`src/rtl/tm1638_hex_display.sv`:
```
// Purpose : shows a 32-bit word as 8 hex digits plus 8 LEDs on a TM1638 board,
//           refreshing the whole display periodically over the 3-wire serial bus.
// Latency : frame starts on the first edge after reset; each frame is
//           313*CLK_DIV cycles, then REFRESH_CYCLES+1 idle cycles.
// Backpressure: none; value/leds are sampled once per frame, changes mid-frame wait for the next one.
//
// Ports:
//   clkIn      - sole clock, rising edge
//   rst_n      - asynchronous active-low reset
//   value      - word to display, digit 0 (leftmost) = value[31:28]
//   leds       - discrete LED states, leds[i] drives LED i
//   tm_cs      - TM1638 STB (active low)
//   tm_clk     - TM1638 CLK (idles high)
//   tm_dio     - TM1638 DIO, always driven, idles high
//   busy       - high while a frame is being sent
//   frame_done - one-cycle pulse as the frame finishes
module tm1638_hex_display #(
  parameter int         CLK_DIV        = 16,
  parameter int         REFRESH_CYCLES = 270000,
  parameter logic [2:0] BRIGHTNESS     = 3'd7
) (
  input  logic        clkIn,
  input  logic        rst_n,
  input  logic [31:0] value,
  input  logic [7:0]  leds,
  output logic        tm_cs,
  output logic        tm_clk,
  inout  wire         tm_dio,
  output logic        busy,
  output logic        frame_done
);

  typedef enum logic [2:0] {
    S_WAIT,
    S_START,
    S_BIT_LO,
    S_BIT_HI,
    S_STOP,
    S_GAP
  } state_t;

  state_t      state, state_d;
  // One counter serves both the refresh interval (in WAIT) and the
  // CLK_DIV-long phases of every other state.
  logic [31:0] cnt, cnt_d;
  logic [1:0]  txn, txn_d;        // 0: data-write cmd, 1: address + data, 2: display control
  logic [4:0]  byte_idx, byte_d;  // byte within the transaction
  logic [2:0]  bit_idx, bit_d;    // bit within the byte, LSB first
  logic [31:0] value_q;
  logic [7:0]  leds_q;
  logic        snap;
  logic        phase_end;
  logic [4:0]  last_byte;
  logic [3:0]  slot;
  logic [2:0]  digit;
  logic [3:0]  nib;
  logic [7:0]  tx_byte;
  logic        cs_d, clk_d, dio_d, busy_d, done_d;
  logic        dio_q;

  assign tm_dio = dio_q;

  function automatic logic [7:0] seg7(input logic [3:0] n);
    logic [7:0] s;
    case (n)
      4'h0: s = 8'h3F;  4'h1: s = 8'h06;  4'h2: s = 8'h5B;  4'h3: s = 8'h4F;
      4'h4: s = 8'h66;  4'h5: s = 8'h6D;  4'h6: s = 8'h7D;  4'h7: s = 8'h07;
      4'h8: s = 8'h7F;  4'h9: s = 8'h6F;  4'hA: s = 8'h77;  4'hB: s = 8'h7C;
      4'hC: s = 8'h39;  4'hD: s = 8'h5E;  4'hE: s = 8'h79;  default: s = 8'h71;
    endcase
    return s;
  endfunction

  // Next-state logic. Outputs are decoded from the *next* state and counters
  // and then registered, so the pins change cleanly on the state edge.
  always_comb begin
    state_d   = state;
    cnt_d     = cnt + 32'd1;
    txn_d     = txn;
    byte_d    = byte_idx;
    bit_d     = bit_idx;
    snap      = 1'b0;
    done_d    = 1'b0;
    phase_end = (cnt == 32'(CLK_DIV - 1));
    last_byte = (txn == 2'd1) ? 5'd16 : 5'd0;

    case (state)
      S_WAIT: begin
        if (cnt >= 32'(REFRESH_CYCLES)) begin
          state_d = S_START;
          cnt_d   = '0;
          txn_d   = '0;
          byte_d  = '0;
          bit_d   = '0;
          snap    = 1'b1;
        end
      end
      S_START: begin
        if (phase_end) begin
          state_d = S_BIT_LO;
          cnt_d   = '0;
        end
      end
      S_BIT_LO: begin
        if (phase_end) begin
          state_d = S_BIT_HI;
          cnt_d   = '0;
        end
      end
      S_BIT_HI: begin
        if (phase_end) begin
          cnt_d = '0;
          if (bit_idx == 3'd7) begin
            bit_d = '0;
            if (byte_idx == last_byte) begin
              state_d = S_STOP;
            end else begin
              byte_d  = byte_idx + 5'd1;
              state_d = S_BIT_LO;
            end
          end else begin
            bit_d   = bit_idx + 3'd1;
            state_d = S_BIT_LO;
          end
        end
      end
      S_STOP: begin
        if (phase_end) begin
          state_d = S_GAP;
          cnt_d   = '0;
        end
      end
      S_GAP: begin
        if (phase_end) begin
          cnt_d = '0;
          if (txn == 2'd2) begin
            state_d = S_WAIT;
            done_d  = 1'b1;
          end else begin
            txn_d   = txn + 2'd1;
            byte_d  = '0;
            state_d = S_START;
          end
        end
      end
      default: begin
        state_d = S_WAIT;
        cnt_d   = '0;
      end
    endcase

    // Byte being shifted: in the data transaction byte 0 is the address
    // command, then digit/LED pairs alternate (odd slot = LED byte).
    slot  = 4'(byte_d - 5'd1);
    digit = slot[3:1];
    nib   = 4'(value_q >> {~digit, 2'b00});
    if (txn_d == 2'd0)       tx_byte = 8'h40;
    else if (txn_d == 2'd2)  tx_byte = {5'b10001, BRIGHTNESS};
    else if (byte_d == 5'd0) tx_byte = 8'hC0;
    else if (!slot[0])       tx_byte = seg7(nib);
    else                     tx_byte = {7'd0, leds_q[digit]};

    cs_d   = 1'b1;
    clk_d  = 1'b1;
    dio_d  = 1'b1;
    busy_d = (state_d != S_WAIT);
    case (state_d)
      S_START, S_STOP: cs_d = 1'b0;
      S_BIT_LO: begin
        cs_d  = 1'b0;
        clk_d = 1'b0;
        dio_d = tx_byte[bit_d];
      end
      S_BIT_HI: begin
        cs_d  = 1'b0;
        dio_d = tx_byte[bit_d];
      end
      default: ;
    endcase
  end

  always_ff @(posedge clkIn or negedge rst_n) begin
    if (!rst_n) begin
      state      <= S_WAIT;
      cnt        <= 32'(REFRESH_CYCLES);  // first frame starts right after reset
      txn        <= '0;
      byte_idx   <= '0;
      bit_idx    <= '0;
      tm_cs      <= 1'b1;
      tm_clk     <= 1'b1;
      dio_q      <= 1'b1;
      busy       <= 1'b0;
      frame_done <= 1'b0;
    end else begin
      state      <= state_d;
      cnt        <= cnt_d;
      txn        <= txn_d;
      byte_idx   <= byte_d;
      bit_idx    <= bit_d;
      tm_cs      <= cs_d;
      tm_clk     <= clk_d;
      dio_q      <= dio_d;
      busy       <= busy_d;
      frame_done <= done_d;
    end
  end

  always_ff @(posedge clkIn or negedge rst_n) begin
    if (!rst_n) begin
      value_q <= '0;
      leds_q  <= '0;
    end else if (snap) begin
      value_q <= value;
      leds_q  <= leds;
    end
  end

endmodule

```
`config.mk`:
```
export PLATFORM = sky130hd
export DESIGN_NAME = tm1638_hex_display
export DESIGN_NICKNAME = d
export VERILOG_FILES = /design/src/rtl/tm1638_hex_display.sv
export SDC_FILE = /design/constraint.sdc
export NUM_CORES = 1
export LEC_CHECK = 0
export ABC_AREA = 1
export CAP_MARGIN = 5
export CORE_UTILIZATION = 40
export CTS_CLUSTER_DIAMETER = 80
export CTS_CLUSTER_SIZE = 14
export DETAILED_ROUTE_END_ITERATION = 8
export SLEW_MARGIN = 5
export SYNTH_ARGS = -nofsm -noshare
export SYNTH_HDL_FRONTEND = slang
export SYNTH_SLANG_ARGS = --single-unit
```
`constraint.sdc`:
```
create_clock -name clkIn -period 5.2 [get_ports clkIn]
set_input_delay 0.52 -clock clkIn [delete_from_list [all_inputs] [get_ports clkIn]]
set_output_delay 0.52 -clock clkIn [all_outputs]
set_load 0.01 [all_outputs]
```
==> results of run 1 <==
## flip-flops by register name, summed over array words and instances (netlist names)
register and cells:
cnt 32, value_q 32, leds_q 8, byte_idx 5
bit_idx 3, state 3, txn 2, busy 1
frame_done 1, tm_clk 1, tm_cs 1, tm_dio 1
## worst register-to-register path: cells and delay by family (launching register included)
kind	cells	cell delay, ps
adders and majority gates	3	960
DFF	1	420
buffers and inverters	3	480
AOI/OAI and AO/OA	2	290
and+or+nand+nor	21	2000
## logic make-up after synthesis
group / synth area share (%)
and+or+nand+nor: 31.6
buffers and inverters: 6.69
DFF: 39.9
AOI/OAI and AO/OA: 7.06
muxes: 8.36
xor gates and xnor gates: 2.93
adders and majority gates: 3.52
## power by group
| part | switching (W) | internal, W |
|---|---|---|
| clock network | 0.000306 | 0.000337 |
| logic | 0.0000416 | 0.0000488 |
| registers | 0.00000746 | 0.000716 |
## cells in the final DEF, fill, tap and decap left out, drive strengths merged, types with 17 or more instances in the layout
cell type / instances
o21ai: 33
inv: 84
xor2: 17
a21oi: 19
mux2: 36
nor2: 105
nand2: 191
clkdlybuf4s50: 44
dfrtp: 79
nand3: 47
## stage by stage
stage / setup WS [ps] / power [W] / utilization, % / instance area, sq um
after floorplan: 1570 / 0.000772 / - / 5690
after global placement: 1130 / 0.000826 / 45.5 / 6310
after detailed placement: 1010 / 0.000828 / 45.5 / 6310
after CTS: 989 / 0.00149 / 47.6 / 6600
after global routing: 529 / 0.00152 / 47.6 / 6600
final: 987 / 0.00146 / 47.6 / 6600
## final cells by class
type	count	area, sq um
Multi-Input combinational cell	529	3040
Clock buffer	9	225
Sequential cell	90	2270
Tap cell	180	225
Fill cell	1342	7280
Inverter	82	308
Clock inverter	7	67.6
Timing Repair Buffer	48	470
## synth_stat cells, types with 3 or more instances
cell type	count
nand2_1	168
nor2_1	91
dfrtp_1	79
inv_1	67
nand3_1	39
mux2_2	36
a21oi_1	19
nand2_2	19
o21ai_0	18
xor2_1	17
ha_1	16
inv_2	13
nand4_1	12
nor2_2	12
nor4_1	12
o21ai_1	12
dfstp_2	11
clkbuf_1	9
nor3_1	9
mux2i_1	7
nand3_2	7
nand2_4	4
a21boi_0	3
buf_4	3
## final timing paths
check | from | end | slack (ps) | cells past startpoint
max | cnt[0]$_DFF_PN0_ | tm_dio$_DFF_PN1_ | 990 | 29
min | rst_n | value_q[22]$_DFFE_PN0P_ | 140 | 1
max reg2reg | cnt[0]$_DFF_PN0_ | tm_dio$_DFF_PN1_ | 990 | 29
min reg2reg | cnt[31]$_DFF_PN0_ | cnt[31]$_DFF_PN0_ | 480 | 1
max in group asynchronous | rst_n | cnt[3]$_DFF_PN0_ | 4000 | 2
min in group clkIn | cnt[31]$_DFF_PN0_ | cnt[31]$_DFF_PN0_ | 480 | 1
## per-layer routing
metal | up-vias | global-route usage, % | part of all wire [%]
met2 | 101 | 28.4 | 44
met5 | - | 0 | 0
met1 | 2264 | 25.4 | 50
met4 | 0 | 6.48 | 1.7
met3 | 19 | 4.37 | 4.3
li1 | 2405 | - | -
==> flow_summary_export.csv, run 1 <==
group,metric,value,unit
setup_path,start_kind,"flip-flop",
timing,layout_min_cycle_time,4210,ps
setup_path,cpMaxStageDelayCell,"ha_1",
timing,rsz0062_at_grt,"false",
routing,avgViaCountPerCell,5.07,
cells_and_area,layout-drive-gt1-share,17.8,%
grt,grt_usage,18.5,%
yosys,ys_seq_area_share,39.9,%
timing,fin_worst_skew,9.92,ps
setup_path,crit_arrival,4510,ps
timing,finalSetupViolations,0,
clock_network,cts_tree,"built",
grt,grt_overflow,0,
clock_network,cts_buffers,9,
placed_design,place.gp.congestion,0.856,
setup_path,slowest_delay,540,ps
placed_design,place_inst,929,
timing,post-route-period-util,81.0,%
setup_path,worstSetupPathType,"reg -> reg",
timing,worst_pin_slew,1050,ps
power_and_ir_drop,powerDensity,221,nW/um^2
setup_path,crit_family,"simple AND/OR/NAND/NOR gates",
yosys,ys_types,48,
routing,antenna_left,0,
clock_network,cts_resized,0,
timing,max_slew_margin,29.6,%
placed_design,port_buffers,45,
floorplanning,initial_core_util,41.0,%
grt,grt_pass1_wl,21500,um
routing,post_drt_wl_per_cell,13.5,um
setup_path,required,5490,ps
outcome,status,"complete, no violations",
cells_and_area,syn2layout_area_growth,16.2,%
floorplanning,rows,43,
floorplanning,dieArea,14700,sq um
clock_network,cts.sinks,90,
power_and_ir_drop,peakVddDrop,0.000137,V
cells_and_area,fin_nets,818,
setup_path,setup.worst_path.end_class,"flip-flop",
timing,fmax,237,MHz
placed_design,hpwlAfterDp,9390,um
yosys,syn-num-nets,773,
yosys,yosys_warnings,0,
cells_and_area,stdcell_count,945,
floorplanning,die_h,121,um
routing,drtIter0Drc,252,
setup_path,cpMostUsedCell,"nand2_1",
floorplanning,core_area,13900,sq um
timing,whs,138,ps
timing,tns,0,ps
routing,vias,4789,
clock_network,clk_latency,350,ps
job,cap_viol_max_count,0,
clock_network,cts_buffer_depth,2,
routing,drc,0,
floorplanning,ioPinCount,47,
yosys,synthFlopType,"dfrtp_1",
setup_path,critPathBufInv,3,
yosys,ys_ff_latch,90,
hold_path,min_path_type,"in -> async",
floorplanning,die_width,121,um
yosys,yosys.area.top_type,"dfrtp_1",
yosys,async_flop_share,100,%
clock_network,cts_hold_buf,0,
yosys,synth_edf_count,0,
grt,antenna_found_initial,0,
timing,hold_viol_final,0,
timing,slew_viol_final,0,
yosys,synth_top_area_share,34.8,%
yosys,synth_area_leaders,"dfrtp_1 (35%), nand2_1 (11%), mux2_2 (7.1%)",
grt,grt_max_degree,53,
cells_and_area,diodes,0,
setup_path,cp_max_fo,15,
grt,grt_pass1_vias,4604,
power_and_ir_drop,leakagePower,2.98,nW
clock_network,h-tree-depth,3,
yosys,syn_inst,715,
clock_network,postCtsSetupBuffers,0,
clock_network,clk_pin_slew,70,ps
routing,dr.pass1.iters,4,
clock_network,cts_root_buf,"clkbuf_16",
yosys,avgSynthCellArea,7.95,sq um
routing,wl,12700,um
yosys,netlist_area,5690,sq um
No activity file was read; power rests on OpenSTA's default activity.
==> run 2, diff against run 1 <==
- clock period: 5.2 -> 4.1 ns (I/O delays scaled with it)
==> run 2 against run 1 <==
Sequential power is 27% higher; fmax rose by 11%; combinational power grew 26%; non-clock buffer count rose by 13; via count up 1.1%; worst setup slack worse by 670 ps; cell count is 1.4% higher; critical path depth shrank 2; wire length grew 0.75%; global-route usage increased by 0.22 points; critical endpoint unchanged; highest routed layer unchanged.
==> flow_summary_export.csv, run 2 (synthesis results as in run 1) <==
group,metric,value,unit
setup_path,setup.worst_path.end_class,"flip-flop",
cells_and_area,final_common_cell,"nand2_1",
grt,grt_pass1_wl,21700,um
timing,whs,99.4,ps
power_and_ir_drop,power.total,0.00196,W
setup_path,worstRegToRegCells,27,
routing,antenna_left,0,
placed_design,placement.cell_area,6330,sq um
power_and_ir_drop,switchingPower,0.000444,W
grt,met1_usage,26.5,%
routing,drtIter0Drc,336,
setup_path,start_kind,"flip-flop",
grt,grt_usage,18.7,%
cells_and_area,diodes,0,
power_and_ir_drop,peakVddDrop,0.000243,V
timing,slew_viol_final,0,
timing,max_slew_margin,29.6,%
clock_network,clk_pin_slew,70,ps
floorplanning,die_width,121,um
setup_path,required,4390,ps
power_and_ir_drop,internal_power,0.00152,W
clock_network,cts.sinks,90,
power_and_ir_drop,pwr-share-clk,47.4,%
power_and_ir_drop,pwr-share-seq,46.8,%
clock_network,h-tree-depth,3,
timing,worst_pin_slew,1050,ps
clock_network,cts_buffers,9,
power_and_ir_drop,leakagePower,3.07,nW
routing,post_drt_wl_per_cell,13.4,um
floorplanning,core_area,13900,sq um
setup_path,worstSetupPathType,"reg -> reg",
clock_network,cts_tree,"built",
grt,antenna_found_initial,0,
setup_path,reg2reg_to,"tm_dio$_DFF_PN1_",
timing,fin_worst_skew,9.80,ps
cells_and_area,final_cell_mix,"nand2_1 (166), nor2_1 (91), dfrtp_1 (79)",
grt,use_met3,3.52,%
job,cap_viol_max_count,0,
clock_network,cts_buffer_depth,2,
grt,grt_max_degree,55,
setup_path,rrSetupSlack,310,ps
floorplanning,initial_core_util,41.0,%
power_and_ir_drop,p_comb_share,5.8,%
grt,use_met2,28.6,%
placed_design,pre_cts_ws,223,ps
grt,top_usage_layer,"met2",
setup_path,crit_arrival,4070,ps
timing,finalSetupViolations,0,
cells_and_area,largestRegisters,"cnt: 32 flops, value_q: 32 flops, leds_q: 8 flops",
setup_path,cp_max_fo,15,
routing,drc,0,
cells_and_area,fin_area,6780,sq um
setup_path,r2r_start,"cnt[12]$_DFF_PN1_",
routing,vias,4840,
cells_and_area,fin_nets,831,
timing,fmax,264,MHz
timing,layout_min_cycle_time,3790,ps
cells_and_area,layout-drive-gt1-share,19.8,%
cells_and_area,syn2layout_area_growth,19.3,%
cells_and_area,utilization,48.9,%
routing,wl,12800,um
timing,post-route-period-util,92.3,%
outcome,status,"complete, no violations",
placed_design,place.gp.congestion,0.859,
routing,dr.pass1.iters,5,
routing,avgViaCountPerCell,5.05,
placed_design,port_buffers,45,
power_and_ir_drop,powerDensity,289,nW/um^2
timing,hold_viol_final,0,
clock_network,clk_latency,350,ps
power_and_ir_drop,switching_share,22.7,%
grt,grt_pass1_vias,4629,
grt,grt_overflow,0,
floorplanning,rows,43,
timing,fin_ws,314,ps
floorplanning,die_h,121,um
floorplanning,ioPinCount,47,
clock_network,cts_root_buf,"clkbuf_16",
floorplanning,dieArea,14700,sq um
placed_design,hpwlAfterDp,9310,um
hold_path,min_path_type,"in -> async",
==> run 2: changes by cell type in the layout (fill, tap and decap cells not counted), sizes merged <==
cell	delta
buf	+13
bufinv	+2
clkinv	-2
==> run 2: final cells by class <==
| type | count | area, sq um |
|---|---|---|
| sequential | 90 | 2270 |
| clock buffer | 9 | 225 |
| multi-input combinational | 529 | 3080 |
| tap | 180 | 225 |
| clock inverter | 7 | 106 |
| inverter | 82 | 312 |
| fill | 1341 | 7100 |
| timing repair buffer | 61 | 572 |
==> run 2: per-layer routing <==
layer	part of all wire, %	routed length, um	vias up
met5	0	0	-
met4	1.2	157	0
met3	4.0	514	12
met2	45	5810	111
met1	50	6360	2282
li1	-	-	2435
==> run 2: power by group through the flow <==
stage / registers (W) / logic, W / clock network (W)
2_1_floorplan: 0.000931 / 0.0000484 / 0
3_3_place_gp: 0.000933 / 0.000114 / 0
3_5_place_dp: 0.000934 / 0.000115 / 0
4_1_cts: 0.000917 / 0.000116 / 0.000954
5_1_grt: 0.000920 / 0.000128 / 0.000992
6_report: 0.000918 / 0.000114 / 0.000929
==> run 2: worst max path at each step <==
stage	startpoint	to	cells after the start	slack, ps
after floorplan	byte_idx[0]$_DFF_PN0_	tm_dio$_DFF_PN1_	31	470
after global routing	bit_idx[0]$_DFF_PN0_	tm_dio$_DFF_PN1_	25	-2
final	cnt[12]$_DFF_PN1_	tm_dio$_DFF_PN1_	27	310
after CTS	cnt[0]$_DFF_PN0_	tm_dio$_DFF_PN1_	28	200
after detailed placement	cnt[0]$_DFF_PN0_	tm_dio$_DFF_PN1_	28	220
after global placement	cnt[0]$_DFF_PN0_	tm_dio$_DFF_PN1_	28	260
==> run 2: through the flow <==
| step | setup TNS [ps] | instances |
|---|---|---|
| after global routing | -2.14 | 958 |
| after global placement | 0 | 931 |
| final | 0 | 958 |
| after floorplan | 0 | 715 |
| after CTS | 0 | 947 |
| after detailed placement | 0 | 931 |
==> run 2: critical path, stage by stage (launching register included) <==
cell	delay, ps
dfstp_2	610
nand2_1	80
nor2_1	140
nand3_1	100
nand2_1	90
nand2_1	100
nand3_2	170
nand3_4	150
o21ai_4	270
ha_4	250
buf_6	160
mux2i_1	130
o21ai_1	160
nand2_1	80
nand2_2	130
inv_1	80
ha_1	210
inv_1	90
nand3_1	110
nand3_1	100
nand2_1	50
nand2_1	60
nand3_1	80
nand2_1	70
nand2_1	60
nand2_1	60
nand2_1	50
nand2_1	80
==> run 2: repair_timing <==
item                       in CTS  in global routing
resized for setup               0                 10
setup buffers                   0                 11
setup endpoints to repair       0                  1
hold buffers                    0                  0
